===== src/rtl/fp_div_arbiter.sv =====
// Round-robin front end that time-shares one external combinational FP divider
// between NUM_REQ requesters. Operands are held for DIV_CYCLES cycles, and the
// result is then returned through a valid/ready response register.
module fp_div_arbiter #(
  parameter int NUM_REQ    = 4,
  parameter int DIV_CYCLES = 4,
  parameter int TAG_W      = 4
) (
  input  logic                         clk,
  input  logic                         rst_n,
  input  logic [NUM_REQ-1:0]           req_valid,
  output logic [NUM_REQ-1:0]           req_ready,
  input  logic [NUM_REQ*64-1:0]        req_operand_a,
  input  logic [NUM_REQ*64-1:0]        req_operand_b,
  input  logic [NUM_REQ-1:0]           req_is_double,
  input  logic [NUM_REQ*3-1:0]         req_rounding_mode,
  input  logic [NUM_REQ*TAG_W-1:0]     req_tag,
  output logic [63:0]                  div_operand_a,
  output logic [63:0]                  div_operand_b,
  output logic                         div_is_double,
  output logic [2:0]                   div_rounding_mode,
  input  logic [63:0]                  div_result,
  input  logic [3:0]                   div_flags,
  output logic                         rsp_valid,
  input  logic                         rsp_ready,
  output logic [$clog2(NUM_REQ)-1:0]   rsp_id,
  output logic [TAG_W-1:0]             rsp_tag,
  output logic [63:0]                  rsp_result,
  output logic [3:0]                   rsp_flags
);

  localparam int ID_W  = $clog2(NUM_REQ);
  localparam int CNT_W = $clog2(DIV_CYCLES) + 1;

  typedef enum logic [1:0] {IDLE, BUSY, DONE} state_e;

  state_e             state_q, state_d;
  logic [ID_W-1:0]    rr_ptr_q, rr_ptr_d;
  logic [CNT_W-1:0]   cnt_q, cnt_d;
  logic [63:0]        op_a_q, op_a_d, op_b_q, op_b_d;
  logic               is_dp_q, is_dp_d;
  logic [2:0]         rm_q, rm_d;
  logic [ID_W-1:0]    id_q, id_d;
  logic [TAG_W-1:0]   tag_q, tag_d;
  logic               rsp_valid_q, rsp_valid_d;
  logic [63:0]        result_q, result_d;
  logic [3:0]         flags_q, flags_d;

  logic [ID_W-1:0]    grant;
  logic               grant_vld;

  // (base + off) modulo NUM_REQ without a divider; off is always < NUM_REQ.
  function automatic logic [ID_W-1:0] rr_index(input logic [ID_W-1:0] base, input int off);
    int sum;
    sum = int'(base) + off;
    if (sum >= NUM_REQ) sum = sum - NUM_REQ;
    return ID_W'(sum);
  endfunction

  // Scan from the highest offset down so the requester closest to rr_ptr wins.
  always_comb begin
    grant     = '0;
    grant_vld = 1'b0;
    for (int i = NUM_REQ - 1; i >= 0; i--) begin
      if (req_valid[rr_index(rr_ptr_q, i)]) begin
        grant     = rr_index(rr_ptr_q, i);
        grant_vld = 1'b1;
      end
    end
  end

  // NOTE: every signal written here gets a default first, so no path leaves it
  // unassigned and no latch is inferred.
  always_comb begin
    state_d     = state_q;
    rr_ptr_d    = rr_ptr_q;
    cnt_d       = cnt_q;
    op_a_d      = op_a_q;
    op_b_d      = op_b_q;
    is_dp_d     = is_dp_q;
    rm_d        = rm_q;
    id_d        = id_q;
    tag_d       = tag_q;
    rsp_valid_d = rsp_valid_q;
    result_d    = result_q;
    flags_d     = flags_q;
    req_ready   = '0;

    unique case (state_q)
      IDLE: begin
        if (grant_vld) begin
          req_ready[grant] = 1'b1;
          op_a_d   = req_operand_a[64*int'(grant) +: 64];
          op_b_d   = req_operand_b[64*int'(grant) +: 64];
          is_dp_d  = req_is_double[grant];
          rm_d     = req_rounding_mode[3*int'(grant) +: 3];
          id_d     = grant;
          tag_d    = req_tag[TAG_W*int'(grant) +: TAG_W];
          rr_ptr_d = rr_index(grant, 1);
          cnt_d    = CNT_W'(DIV_CYCLES - 1);
          state_d  = BUSY;
        end
      end
      BUSY: begin
        if (cnt_q != '0) begin
          cnt_d = cnt_q - 1'b1;
        end else begin
          result_d    = div_result;
          flags_d     = div_flags;
          rsp_valid_d = 1'b1;
          state_d     = DONE;
        end
      end
      DONE: begin
        // A new request is not taken in the handshake cycle; IDLE follows first.
        if (rsp_ready) begin
          rsp_valid_d = 1'b0;
          state_d     = IDLE;
        end
      end
      default: state_d = IDLE;
    endcase
  end

  // NOTE: sequential state uses non-blocking assignments so every flop samples
  // the pre-edge values regardless of evaluation order.
  always_ff @(posedge clk or negedge rst_n) begin
    if (!rst_n) begin
      state_q     <= IDLE;
      rr_ptr_q    <= '0;
      cnt_q       <= '0;
      op_a_q      <= '0;
      op_b_q      <= '0;
      is_dp_q     <= 1'b0;
      rm_q        <= '0;
      id_q        <= '0;
      tag_q       <= '0;
      rsp_valid_q <= 1'b0;
      result_q    <= '0;
      flags_q     <= '0;
    end else begin
      state_q     <= state_d;
      rr_ptr_q    <= rr_ptr_d;
      cnt_q       <= cnt_d;
      op_a_q      <= op_a_d;
      op_b_q      <= op_b_d;
      is_dp_q     <= is_dp_d;
      rm_q        <= rm_d;
      id_q        <= id_d;
      tag_q       <= tag_d;
      rsp_valid_q <= rsp_valid_d;
      result_q    <= result_d;
      flags_q     <= flags_d;
    end
  end

  assign div_operand_a     = op_a_q;
  assign div_operand_b     = op_b_q;
  assign div_is_double     = is_dp_q;
  assign div_rounding_mode = rm_q;
  assign rsp_valid         = rsp_valid_q;
  assign rsp_id            = id_q;
  assign rsp_tag           = tag_q;
  assign rsp_result        = result_q;
  assign rsp_flags         = flags_q;

endmodule


===== config.mk =====
export PLATFORM = sky130hd
export DESIGN_NAME = fp_div_arbiter
export DESIGN_NICKNAME = d
export VERILOG_FILES = /design/src/rtl/fp_div_arbiter.sv
export SDC_FILE = /design/constraint.sdc
export NUM_CORES = 1
export LEC_CHECK = 0
export CAP_MARGIN = 10
export CORE_AREA = 3 3 321 323
export DETAILED_ROUTE_END_ITERATION = 8
export DIE_AREA = 0 0 324 326
export GPL_TIMING_DRIVEN = 0
export PLACE_DENSITY = 0.45
export SLEW_MARGIN = 25
export SYNTH_ARGS = -nofsm -noshare
export SYNTH_HDL_FRONTEND = slang
export SYNTH_SLANG_ARGS = --single-unit

===== constraint.sdc =====
create_clock -name clk -period 4.5 [get_ports clk]
set_input_delay 0.9 -clock clk [delete_from_list [all_inputs] [get_ports clk]]
set_output_delay 0.9 -clock clk [all_outputs]
set_load 0.005 [all_outputs]

==> summary.txt, run 1 <==
Logic synthesis
  – Number of warning messages in the yosys log: 0
  – Cell Area, Synth: 11700 um2
  – Flop and latch count out of synthesis: 214
  – Synthesized net count: 1581
  – Distinct cell type count of the synthesized netlist: 34
  – Ys flop type: dfrtp_1
  – Number of enable flip-flop cells after synthesis: 0
  – Cells after Synth: 960
  – Avg Inst Size Synth: 12.2 um2
  – Sequential area share after synthesis: 0.459
  – Fraction of registers with async set/reset: 1.00

Critical path
  – Worst flop-to-flop path endpoint: div_operand_a[45]$_DFFE_PN0P_
  – Slack of the worst reg-to-reg path: 1.86 ns
  – Buffers plus inverters on the worst setup path: 4
  – Arr. time, crit path: 3.37 ns
  – Levels on crit path: 7
  – Cell type of the slowest stage on the worst timing path: clkdlybuf4s50_1
  – Startpoint class of the critical path: input port
  – Category of the most critical setup path: input port to output port
  – Crit path capture type: output port
  – Cell breakdown of the critical path: clkdlybuf4s50_1, nor2_1, a211o_1, buf_2, buf_2, and3_1, clkdlybuf4s50_1
  – Data required time of the worst path: 3.60 ns
  – Highest fanout seen on the critical path: 10
  – Peak per-stage delay on the critical path: 0.55 ns
  – R2r worst-path depth: 8
  – Kind of cell with the highest combined delay on the critical path: buffers and inverters
  – Origin of the critical flop-to-flop path: rr_ptr_q[0]$_DFFE_PN0P_

CTS
  – Max clock buf depth: 3
  – CTS Hold Bufs: 0
  – H-tree depth: 1
  – Clock sink count: 214
  – Num CTS Buffers: 28
  – Clock network latency to the later pin of the worst-skew pair: 0.59 ns
  – Clock slew seen by the registers of the worst setup and hold paths: 0.06 ns
  – TritonCTS clock tree: built
  – Cell at the root of the clock tree: clkbuf_16

Global routing
  – Vias in the first global route: 13200
  – Initial antenna violation count: 7
  – Total routing usage reported by global routing: 0.124
  – Wire length of the first global-routing pass: 94900 um
  – Total overflow reported by the global router: 0
  – Pin count of the biggest net entering global routing: 84

Power
  – Internal power contribution: 0.00805 W
  – Net switching power of the design: 0.00485 W
  – Power per standard cell area: 571 nW/um2
  – Sum of internal, switching and leakage power: 0.0129 W
  – Combinational power share: 0.551
  – Sequential fraction of design power: 0.270
  – Switching part of the total power: 0.376
  – LEAKAGE: 9.28 nW
  – Peak supply drop: 252 uV
  – Clock power share: 0.179

STA
  – Headroom to the max-slew limit: 0.295
  – Achievable clock frequency: 0.234 GHz
  – Max-slew violation total from the final report: 0
  – Final critical-path setup slack: 0.232 ns
  – Share of the clock period used by the worst path: 0.948
  – Final hold violation count: 0
  – RSZ-0062 raised after global routing: no
  – Final critical-path required period: 4.27 ns
  – Slew @ Worst Pin: 1.06 ns
  – Worst clock skew: 0.0186 ns
  – # setup viols final: 0

Floorplanning
  – Die area: 106000 um2
  – Num rows: 116
  – Area of the core: 100000 um2
  – Number of I/O pins: 830
  – Die Width: 324 um
  – Y dimension of the die: 326 um
  – Initial Util: 0.116

Detailed routing
  – 1st-iter DRT viols: 411
  – Total length of routed wires: 69900 um
  – Post-DR wirelength/cell: 22.2 um
  – Drc violations: 0
  – Number of nets with antenna violations after routing: 0
  – Count of vias placed by the detailed router: 11800
  – Via density: 3.76
  – Count of TritonRoute iterations in the first routing pass: 4

Place
  – DP Worst Slack: -0.378 ns
  – Routability-driven placement congestion ratio: 0.837
  – Post-detail-place hpwl: 58200 um
  – Post-Place Cells: 3089
  – Count of input and output buffers: 829
  – Standard cell area after detailed placement: 21600 um2

Run status
  – Status: complete, no violations

Final layout
  – Post-layout util: 0.226
  – Fraction of layout instances using a drive strength above 1: 0.115
  – Nets: 2441
  – Non-filler cells, final: 3145
  – Cell area after layout: 22600 um2
  – Area added between synthesis and finish: 93.6%

Flow run
  – Number of max-capacitance violations reported: 0

Min path
  – Worst Hold Class: input port to async pin
==> sequential cells by signal (all words and copies together), names as in the netlist <==
signal	count
rr_ptr_q	2
cnt_q	3
state_q	2
rsp_result	64
rsp_flags	4
div_operand_a	64
rsp_id	2
rsp_tag	4
div_operand_b	64
rsp_valid	1
div_rounding_mode	3
div_is_double	1
==> worst register-to-register path, stage by stage (launching register included) <==
cell and delay, ns:
dfrtp_1 0.41, nand2b_1 0.17, a21oi_1 0.15, a211o_1 0.11, buf_2 0.36, buf_6 0.37, buf_4 0.31, mux2i_1 0.48
o221ai_1 0.17
==> how the worst max path moves through the flow <==
stage	start	slack (ns)	to
detailed placement	req_valid[3]	-0.38	req_ready[3]
finish	req_valid[3]	0.23	req_ready[2]
CTS	req_valid[3]	0.13	req_ready[2]
global route	req_valid[3]	0.06	req_ready[2]
floorplan	req_valid[3]	1.65	req_ready[1]
global placement	rst_n	-7.54	div_operand_a[50]$_DFFE_PN0P_
==> power by group through the flow <==
stage | combinational [W] | sequential, W | clock, W
floorplan | 0.00315 | 0.00348 | 0
global placement | 0.00723 | 0.00348 | 0
detailed placement | 0.00729 | 0.00351 | 0
CTS | 0.00730 | 0.00349 | 0.00242
global route | 0.00766 | 0.00360 | 0.00247
finish | 0.00710 | 0.00348 | 0.00231
==> cell usage after synthesis (2+ instances only) <==
master / n / area (um2)
mux2_1: 8 / 90.1
buf_2: 32 / 160
o221ai_1: 96 / 841
nand2b_1: 3 / 18.8
buf_6: 21 / 236
nand2_1: 143 / 537
mux2_2: 60 / 676
o221ai_2: 40 / 601
ha_1: 2 / 25.0
nor2_1: 8 / 30.0
nor3_1: 2 / 10.0
a21oi_1: 3 / 15.0
buf_4: 8 / 60.1
inv_1: 4 / 15.0
mux2i_1: 272 / 2720
a21o_1: 2 / 15.0
clkbuf_1: 22 / 82.6
and3_1: 2 / 12.5
o21ai_0: 3 / 15.0
dfrtp_1: 214 / 5360
nor2b_1: 2 / 12.5
==> routing by layer <==
| layer | global-route usage | share of wire | vias up |
|---|---|---|---|
| li1 | - | - | 5367 |
| met1 | 0.136 | 0.37 | 5798 |
| met2 | 0.231 | 0.52 | 565 |
| met3 | 0.0328 | 0.079 | 82 |
| met4 | 0.0395 | 0.031 | 2 |
| met5 | 0 | 0.00017 | - |
==> cell usage in the layout (no fill, tap or decap), types with 2 or more instances in the layout <==
cell             instances
mux2_1                   8
nor2b_1                  2
buf_6                   21
buf_16                   2
inv_1                    4
nand2b_1                 3
nor3_1                   2
o21ai_0                  3
nor2_1                   8
a21oi_1                  3
nand2_1                143
bufinv_16                2
clkbuf_1                29
ha_1                     2
clkdlybuf4s50_1        828
mux2_2                  60
a21o_1                   2
clkbuf_8                 5
buf_4                    9
buf_2                   30
clkinv_2                 6
o221ai_2                40
clkbuf_16               29
and3_1                   2
mux2i_1                272
dfrtp_1                214
diode_2                  6
o221ai_1                96
==> cell families after synthesis <==
kind of cell	after synthesis	share of synthesized area
DFF	214	0.459
muxes	340	0.299
adders and majority gates	2	0.00214
buffers and inverters	87	0.0475
xor gates and xnor gates	2	0.00150
and+or+nand+nor	165	0.0566
AOI/OAI and AO/OA	150	0.134
==> through the flow <==
stage               setup TNS [ns]  hold slack (ns)
floorplan                        0            0.440
global placement          -1599.08            0.468
detailed placement          -0.738            0.466
CTS                              0            0.225
global route                     0            0.257
finish                           0            0.275
==> final cells by class <==
class | instances | area [um2]
Inverter | 4 | 15.0
Fill cell | 10800 | 77600
Multi-Input combinational cell | 659 | 5760
Clock inverter | 9 | 97.6
Buffer | 82 | 538
Sequential cell | 214 | 5360
Tap cell | 1298 | 1620
Antenna cell | 6 | 15.0
Timing Repair Buffer | 831 | 8360
Clock buffer | 42 | 825
==> timing repair <==
action	4_1_cts	5_1_grt
gates resized for setup	1	0
endpoints found under the setup margin	2	0
setup buffers	0	0
(Power assumes the default switching activity.)
==> run 2, diff against run 1 <==
- CTS_CLUSTER_SIZE: unset -> 10
- SLEW_MARGIN: 25 -> unset
==> run 2 against run 1 <==
Cell area hardly changed. Clock power about the same. Hold slack worse by 0.12 ns. Sequential share of layout area is essentially flat.
==> summary.txt, run 2 (synthesis results as in run 1) <==
Run status
  – Status: complete, no violations

Power
  – Power per standard cell area: 571 nW/um2
  – Peak supply drop: 297 uV
  – LEAKAGE: 9.29 nW

Floorplanning
  – Die area: 106000 um2
  – Num rows: 116
  – Die Width: 324 um
  – Initial Util: 0.116
  – Y dimension of the die: 326 um
  – Number of I/O pins: 830
  – Area of the core: 100000 um2

STA
  – Slew @ Worst Pin: 1.07 ns
  – Share of the clock period used by the worst path: 0.953
  – Worst clock skew: 0.0131 ns
  – # setup viols final: 0
  – Tightest hold margin: 0.156 ns
  – Achievable clock frequency: 0.233 GHz
  – Final critical-path required period: 4.29 ns
  – Max-slew violation total from the final report: 0
  – Final critical-path setup slack: 0.212 ns
  – Headroom to the max-slew limit: 0.287
  – Final hold violation count: 0
  – RSZ-0062 raised after global routing: no

Place
  – Count of input and output buffers: 829
  – Post-detail-place hpwl: 57800 um
  – Routability-driven placement congestion ratio: 0.837
  – Standard cell area after detailed placement: 21600 um2
  – Post-Place Cells: 3089
  – DP Worst Slack: -0.380 ns

Critical path
  – Peak per-stage delay on the critical path: 0.54 ns
  – Cell type of the slowest stage on the worst timing path: clkdlybuf4s50_1
  – Startpoint class of the critical path: input port
  – Highest fanout seen on the critical path: 10
  – Data required time of the worst path: 3.60 ns
  – Arr. time, crit path: 3.39 ns
  – Cell breakdown of the critical path: clkdlybuf4s50_1, nor2_1, a211o_1, buf_2, buf_2, and3_1, clkdlybuf4s50_1
  – Crit path capture type: output port
  – Category of the most critical setup path: input port to output port

Detailed routing
  – Count of vias placed by the detailed router: 11800
  – Number of nets with antenna violations after routing: 0
  – Count of TritonRoute iterations in the first routing pass: 5
  – 1st-iter DRT viols: 435
  – Total length of routed wires: 69600 um
  – Via density: 3.74
  – Post-DR wirelength/cell: 22.1 um
  – Drc violations: 0

CTS
  – Clock sink count: 214
  – Num CTS Buffers: 30
  – Clock slew seen by the registers of the worst setup and hold paths: 0.06 ns
  – Number of setup buffers added after CTS: 0
  – TritonCTS clock tree: built
  – H-tree depth: 1
  – Clock network latency to the later pin of the worst-skew pair: 0.61 ns
  – Cell at the root of the clock tree: clkbuf_16
  – Max clock buf depth: 3

Final layout
  – Non-filler cells, final: 3143
  – Commonest non-fill, non-tap cells in the layout: 828 x clkdlybuf4s50_1, 272 x mux2i_1, 214 x dfrtp_1, 143 x nand2_1, 96 x o221ai_1
  – Fraction of layout instances using a drive strength above 1: 0.115
  – Most frequent standard cell in the layout excluding fill and tap cells: clkdlybuf4s50_1
  – Nets: 2443
  – Cell area after layout: 22600 um2
  – Area added between synthesis and finish: 93.7%
  – Total of fill cells in the finished design: 10700

Global routing
  – Wire length of the first global-routing pass: 94700 um
  – Total routing usage reported by global routing: 0.124
  – Total overflow reported by the global router: 0
  – Pin count of the biggest net entering global routing: 96
  – Initial antenna violation count: 5
  – Vias in the first global route: 13000

Min path
  – Worst Hold Class: input port to async pin

Flow run
  – Number of max-capacitance violations reported: 0
run 2: worst max-delay path: cells and delay by family:
family / cells / cell delay [ns]
buffers and inverters: 4 / 1.81
AND/OR/NAND/NOR: 2 / 0.53
AO/OA/AOI/OAI: 1 / 0.14
run 2: path summary, 6_finish.rpt:
check                      cells past startpoint  slack (ns)                     from                       endpoint
min                                            1        0.16                    rst_n     rsp_result[53]$_DFFE_PN0P_
max reg2reg                                    8        1.82  rr_ptr_q[0]$_DFFE_PN0P_  div_operand_a[59]$_DFFE_PN0P_
min reg2reg                                    1        0.47     cnt_q[0]$_DFFE_PN0P_           cnt_q[0]$_DFFE_PN0P_
min in group clk                               1        0.47     cnt_q[0]$_DFFE_PN0P_           cnt_q[0]$_DFFE_PN0P_
max in group asynchronous                      2        3.45                    rst_n  div_operand_b[62]$_DFFE_PN0P_
max                                            7        0.21             req_valid[3]                   req_ready[2]
run 2: layout make-up:
| cell class | count | area, um2 | area share |
|---|---|---|---|
| diodes | 4 | 10.0 | 0.000443 |
| clock buffers | 43 | 850 | 0.0376 |
| clock inverters | 8 | 93.8 | 0.00415 |
| inverters | 4 | 15.0 | 0.000664 |
| plain buffers | 82 | 537 | 0.0238 |
| well taps | 1298 | 1620 | 0.0719 |
| flip-flops and latches | 214 | 5360 | 0.237 |
| repair buffers | 831 | 8360 | 0.370 |
| multi-input cells | 659 | 5760 | 0.255 |
run 2: report_power, final:
group          switching, W  internal [W]
registers          0.000581       0.00290
logic               0.00333       0.00377
clock network      0.000970       0.00136
total               0.00488       0.00804
run 2: routing by layer:
metal,share of wire,wire [um],track usage,vias up
li1,-,-,-,5366
met1,0.38,26200,0.136,5756
met2,0.52,36300,0.233,548
met3,0.075,5250,0.0299,78
met4,0.025,1760,0.0366,2
met5,0.00019,13,0,-
run 2: through the flow:
step	TNS [ns]	power, W	utilization
detailed placement	-0.740	0.0108	0.216
global route	0	0.0138	0.226
finish	0	0.0129	0.226
CTS	0	0.0132	0.226
global placement	-1599.08	0.0107	0.216
floorplan	0	0.00663	-
run 2: timing repair:
| item | 4_1_cts | 5_1_grt |
|---|---|---|
| resized for setup | 1 | 0 |
| endpoints found under the setup margin | 2 | 0 |
| hold buffers | 0 | 0 |
